## config.mk

```make
export PLATFORM = sky130hd
export DESIGN_NAME = pc_unit
export DESIGN_NICKNAME = d
export VERILOG_FILES = /design/src/rtl/pc_unit.sv
export SDC_FILE = /design/constraint.sdc
export NUM_CORES = 1
export LEC_CHECK = 0
export ABC_AREA = 1
export CORE_ASPECT_RATIO = 1.25
export CORE_UTILIZATION = 44
export CTS_CLUSTER_SIZE = 12
export DETAILED_ROUTE_END_ITERATION = 6
export PLACE_DENSITY_LB_ADDON = 0.05
export SYNTH_ARGS = -nofsm -noshare
export SYNTH_HDL_FRONTEND = slang
export SYNTH_SLANG_ARGS = --single-unit
```

## constraint.sdc

```tcl
create_clock -name clk -period 2.13 [get_ports clk]
set_input_delay 0.3195 -clock clk [delete_from_list [all_inputs] [get_ports clk]]
set_output_delay 0.3195 -clock clk [all_outputs]
set_load 0.03 [all_outputs]
```

## src/rtl/pc_unit.sv

```systemverilog
// rtl/pc_unit.sv - next-PC select with stall, misaligned-target trap and optional return-address stack
// Define PC_RAS_EN to build the return-address stack; otherwise ras_push/ras_pop are ignored.
module pc_unit #(
  parameter int                       ADDRESS_WIDTH = 32,
  parameter logic [ADDRESS_WIDTH-1:0] RESET_VECTOR  = '0,
  parameter logic [ADDRESS_WIDTH-1:0] TRAP_VECTOR   = 'h100,
  parameter int                       RAS_DEPTH     = 4
) (
  input  logic                     clk,
  input  logic                     rst,
  input  logic                     en,
  input  logic [1:0]               PCsrc,
  input  logic [ADDRESS_WIDTH-1:0] ImmOP,
  input  logic [ADDRESS_WIDTH-1:0] RegBase,
  input  logic                     ras_push,
  input  logic                     ras_pop,
  output logic [ADDRESS_WIDTH-1:0] PC,
  output logic [ADDRESS_WIDTH-1:0] PC_plus4,
  output logic                     misaligned,
  output logic [ADDRESS_WIDTH-1:0] ras_top,
  output logic                     ras_empty,
  output logic                     ras_full
);
  localparam logic [1:0] SRC_SEQ  = 2'b00;
  localparam logic [1:0] SRC_BR   = 2'b01;
  localparam logic [1:0] SRC_JR   = 2'b10;
  localparam logic [1:0] SRC_TRAP = 2'b11;

  logic [ADDRESS_WIDTH-1:0] target;
  logic [ADDRESS_WIDTH-1:0] next_pc;
  logic                     rel_mode;
  logic                     trap_mis;
  logic                     pop_eff;

  assign PC_plus4 = PC + ADDRESS_WIDTH'(4);
  assign rel_mode = (PCsrc == SRC_BR) || (PCsrc == SRC_JR);

  always_comb begin
    target = PC_plus4;
    case (PCsrc)
      SRC_SEQ:  target = PC_plus4;
      SRC_BR:   target = PC + ImmOP;
      SRC_JR:   target = (RegBase + ImmOP) & ~ADDRESS_WIDTH'(1);
      SRC_TRAP: target = TRAP_VECTOR;
      default:  target = PC_plus4;
    endcase
  end

  // A predicted return bypasses the computed target, so it is never checked for alignment.
  assign trap_mis = rel_mode && target[1] && !pop_eff;
  assign next_pc  = pop_eff  ? ras_top :
                    trap_mis ? TRAP_VECTOR : target;

  always_ff @(posedge clk) begin
    if (!rst) begin
      PC         <= RESET_VECTOR;
      misaligned <= 1'b0;
    end else if (en) begin
      PC         <= next_pc;
      misaligned <= trap_mis;
    end
  end

`ifdef PC_RAS_EN
  localparam int              PTR_W    = $clog2(RAS_DEPTH);
  localparam logic [PTR_W:0]  FULL_CNT = (PTR_W+1)'(RAS_DEPTH);

  logic [ADDRESS_WIDTH-1:0] stack [RAS_DEPTH];
  logic [PTR_W-1:0]         sp;
  logic [PTR_W-1:0]         top_idx;
  logic [PTR_W:0]           count;
  logic                     push_eff;

  // sp names the next free slot; when full it also names the oldest entry, so a push overwrites it.
  assign top_idx   = sp - PTR_W'(1);
  assign ras_top   = stack[top_idx];
  assign ras_empty = (count == '0);
  assign ras_full  = (count == FULL_CNT);
  assign pop_eff   = en && (PCsrc == SRC_JR) && ras_pop && !ras_empty;
  assign push_eff  = en && rel_mode && ras_push && !trap_mis;

  always_ff @(posedge clk) begin
    if (!rst) begin
      sp    <= '0;
      count <= '0;
      for (int i = 0; i < RAS_DEPTH; i++) stack[i] <= '0;
    end else if (pop_eff && push_eff) begin
      stack[top_idx] <= PC_plus4;
    end else if (push_eff) begin
      stack[sp] <= PC_plus4;
      sp        <= sp + PTR_W'(1);
      if (!ras_full) count <= count + 1'b1;
    end else if (pop_eff) begin
      sp    <= top_idx;
      count <= count - 1'b1;
    end
  end
`else
  logic unused_ras;

  assign ras_top    = '0;
  assign ras_empty  = 1'b1;
  assign ras_full   = 1'b0;
  assign pop_eff    = 1'b0;
  assign unused_ras = ras_push ^ ras_pop;
`endif

endmodule

```

==> impl_summary.txt <==
----------------------------------------------------
[Worst hold path]
  Number of cells on the worst hold path ... 2
  Hold Crit Class ... reg2reg

[Clock network]
  Clock root cell ... clkbuf_16
  Clock latency on the worst-skew pair ... 290 ps
  Clock H-tree levels ... 2
  Maximum count of clock buffers along a single path ... 2
  Number of CTS-inserted buffers ... 5
  Clock input transition at the sequential cells of the worst setup and hold paths ... around 50 ps
  TritonCTS clock tree ... built
  # clock sinks ... 33

[Place]
  Routability congestion estimate from global placement ... approximately 0.94
  Worst-case setup slack after placement ... -758 ps
  PortBufs ... around 130
  Dpl hpwl ... between 20,000 and 25,000 µm
  Cell area after placement ... between 10,000 and 15,000 µm²

[Timing]
  Ratio of final minimum period to clock period ... 1.04
  Setup repair after global routing missed its margin ... yes
  Minimum setup slack in the final design ... -89.3 ps
  Post-route clock skew ... about 6.5 ps
  Maximum clock frequency ... 451 MHz
  Total of endpoints with negative setup slack in the final report ... 15
  Final critical-path required period ... 2220 ps
  Number of max-slew violations in the final report ... 0
  Sum Neg Setup Slack ... -605 ps
  Final Hold Fails ... 0

[GRT]
  Vias in the first global route ... slightly below 10,000
  Wire length of the first global-routing pass ... 48,000 µm
  Number of antenna violations at the first check in global routing ... 0
  Pin count of the biggest net entering global routing ... 31
  Global-route congestion overflow total ... 0
  Overall Global Routing Usage ... 0.345

[Floorplanning]
  Placement Rows ... 53
  Die Y-Extent ... around 150 µm
  Initial cell density of the core ... 0.453
  Core region area ... roughly 17,000 µm²
  Die Width ... about 120 µm
  Die outline area ... ~18,000 µm²
  Number of top-level pins ... 170

[Power]
  Static leakage power ... 7.10 nW
  Worst IR Drop VDD ... roughly 0.50 mV
  Total power divided by cell area ... between 300 and 400 nW/µm²

[Routing]
  Number of DRC markers in iteration 0 ... ~730
  Post-DRT Antenna Nets ... 0
  Count of TritonRoute iterations in the first routing pass ... 5
  Vias post-DR ... 10,700
  Per-cell routed wire length ... between 15 and 20 µm
  Vias per Instance ... 5.16
  Post-route DRC violation count ... 0
  Aggregate routed wire length ... between 30,000 and 40,000 µm

[Run status]
  Status ... complete, but fails checks
  Failing checks ... negative setup slack

[Setup path]
  Type of the setup path with the least slack ... reg2out
  Data arrival time of the critical path ... about 1900 ps
  Required time of the critical path ... between 1500 and 2000 ps
  Crit Reg-Reg Endpoint ... PC[24]$_SDFFE_PN0P_
  Critical path origin ... PC[2]$_SDFFE_PN0P_
  Nature of the critical path endpoint ... output pin
  Reg-to-reg slack, setup ... -20 ps
  R2R cell count ... 12
  CP startpoint kind ... flip-flop
  Launch instance of the worst register-to-register path ... PC[0]$_SDFFE_PN0P_
  Crit path capture ... PC_plus4[26]
  Largest fanout of any net on the critical path ... 5

[Finish]
  Combined area of the multi-input logic cells ... 7420 µm²
  Final instance area ... roughly 13,000 µm²
  Number of filler cells placed in the layout ... about 1,400
  Area Overhead vs Synth ... 69.4%
  Share of cells above drive strength 1 ... 0.341
  Sequential standard cell area ... between 600 and 700 µm²
  Antenna diodes ... 0
  Final net count ... slightly below 2,000

[Logic synthesis]
  #FFs+latches synth ... 33
  Post-synthesis cell type count ... 38
  Synth Instances ... around 1,500
  Cells taking the most area after synthesis ... nand2_1, inv_1, ha_1, nand3_1, dfxtp_1
  Largest area contributor in the synthesized netlist ... nand2_1
  Portion of the post-synthesis area used by sequential elements ... 0.0863
  Count of warnings emitted by yosys ... 0
  Netlist area before placement ... approximately 7700 µm²
  Synth top area share ... 0.275
  Post-Syn Area per Cell ... about 5 µm²

[Job]
  Number of max-cap violations ... 0

----------------------------------------------------
-- layout make-up --
class | count | share of cell area
Clock inverter | 1 | 0.00232
Sequential cell | 33 | 0.0527
Tap cell | 220 | 0.0212
Timing Repair Buffer | 376 | 0.258
Multi-Input combinational cell | 1154 | 0.572
Inverter | 280 | 0.0824
Clock buffer | 7 | 0.0110
-- cell usage after synthesis --
library cell,number
o21a_1,1
clkbuf_1,12
o211a_1,1
inv_2,7
o221ai_1,1
a21o_1,5
a21oi_2,2
nor3_4,3
nor2_2,3
inv_4,1
nand4_1,15
buf_4,39
nand3_1,135
o21bai_1,3
fa_1,2
or2_0,2
or2_2,12
nor3_2,6
nand3b_1,12
nand2_1,560
o21ai_0,21
nor4_1,3
ha_1,66
o211ai_1,9
xnor2_1,6
or2_1,2
buf_1,3
nand2_2,6
nor3_1,14
a21oi_1,91
conb_1,2
o21ai_1,4
and2_1,6
xor2_1,13
dfxtp_1,33
inv_1,272
buf_2,2
nor2_1,116
-- cells by family (layout without fill, tap and decap cells) --
family,Yosys count,in the layout,synth area share
and+or+nand+nor,895,895,0.495
buffers and inverters,336,664,0.185
AOI/OAI and AO/OA,138,138,0.0983
adders and majority gates,68,68,0.113
DFF,33,33,0.0863
xor gates and xnor gates,19,19,0.0217
other,2,34,0.000981
-- what timing repair did --
action,4_1_cts,5_1_grt
setup endpoints to repair,55,55
gates cloned,1,0
hold buffers,0,0
gates resized for setup,177,284
buffers inserted,25,14
pin swaps,38,84
-- worst max-delay path, cell delays in order, from the launching register on --
cell	delay (ps)
dfxtp_2	330
buf_6	120
ha_4	140
nand2_4	50
nor2_4	150
nand2_4	110
inv_2	90
nand4_1	200
xor2_2	210
inv_1	70
buf_6	130
-- metal layers --
metal	wire, µm	vias up	track usage
met5	0	-	0
met4	2240	0	0.206
met3	1830	125	0.0328
met2	16500	451	0.613
met1	12700	4828	0.397
li1	-	5287	-
-- cells in the final DEF (no fill, tap or decap), drive strengths merged, types with 23 or more instances in the layout --
| cell | Yosys | final |
|---|---|---|
| nand2 | 566 | 566 |
| nand3 | 135 | 135 |
| clkdlybuf4s50 | 0 | 60 |
| conb | 2 | 34 |
| nor2 | 119 | 119 |
| dfxtp | 33 | 33 |
| buf | 44 | 270 |
| ha | 66 | 66 |
| inv | 280 | 280 |
| dlymetal6s2s | 0 | 26 |
| o21ai | 25 | 25 |
| a21oi | 93 | 93 |
| nor3 | 23 | 23 |
-- per-stage QoR --
stage	instances	hold WS (ps)	utilization	power, mW
floorplan	1523	458	-	2.19
global placement	2023	514	0.624	3.24
detailed placement	2023	497	0.624	3.26
CTS	2057	529	0.690	4.38
global route	2071	567	0.767	5.05
finish	2071	522	0.767	4.79
-- sequential cells by signal, summed over array words and instances, names as in the netlist --
| register | count |
|---|---|
| PC | 32 |
| misaligned | 1 |
-- power by group --
| group | internal, mW | switching (mW) | leakage (nW) |
|---|---|---|---|
| logic | 1.38 | 1.83 | 6.74 |
| clock network | 0.585 | 0.300 | 0.0841 |
| registers | 0.665 | 0.0360 | 0.277 |
-- worst min path at each step --
| stage | slack, ps | start | end |
|---|---|---|---|
| after global routing | 570 | misaligned$_SDFFE_PN0P_ | misaligned$_SDFFE_PN0P_ |
| final | 520 | misaligned$_SDFFE_PN0P_ | misaligned$_SDFFE_PN0P_ |
| after floorplan | 460 | rst | PC[8]$_SDFFE_PN0P_ |
| after detailed placement | 500 | misaligned$_SDFFE_PN0P_ | misaligned$_SDFFE_PN0P_ |
| after CTS | 530 | misaligned$_SDFFE_PN0P_ | misaligned$_SDFFE_PN0P_ |
| after global placement | 510 | misaligned$_SDFFE_PN0P_ | misaligned$_SDFFE_PN0P_ |
Note: power is estimated with default switching activity, not from simulation.
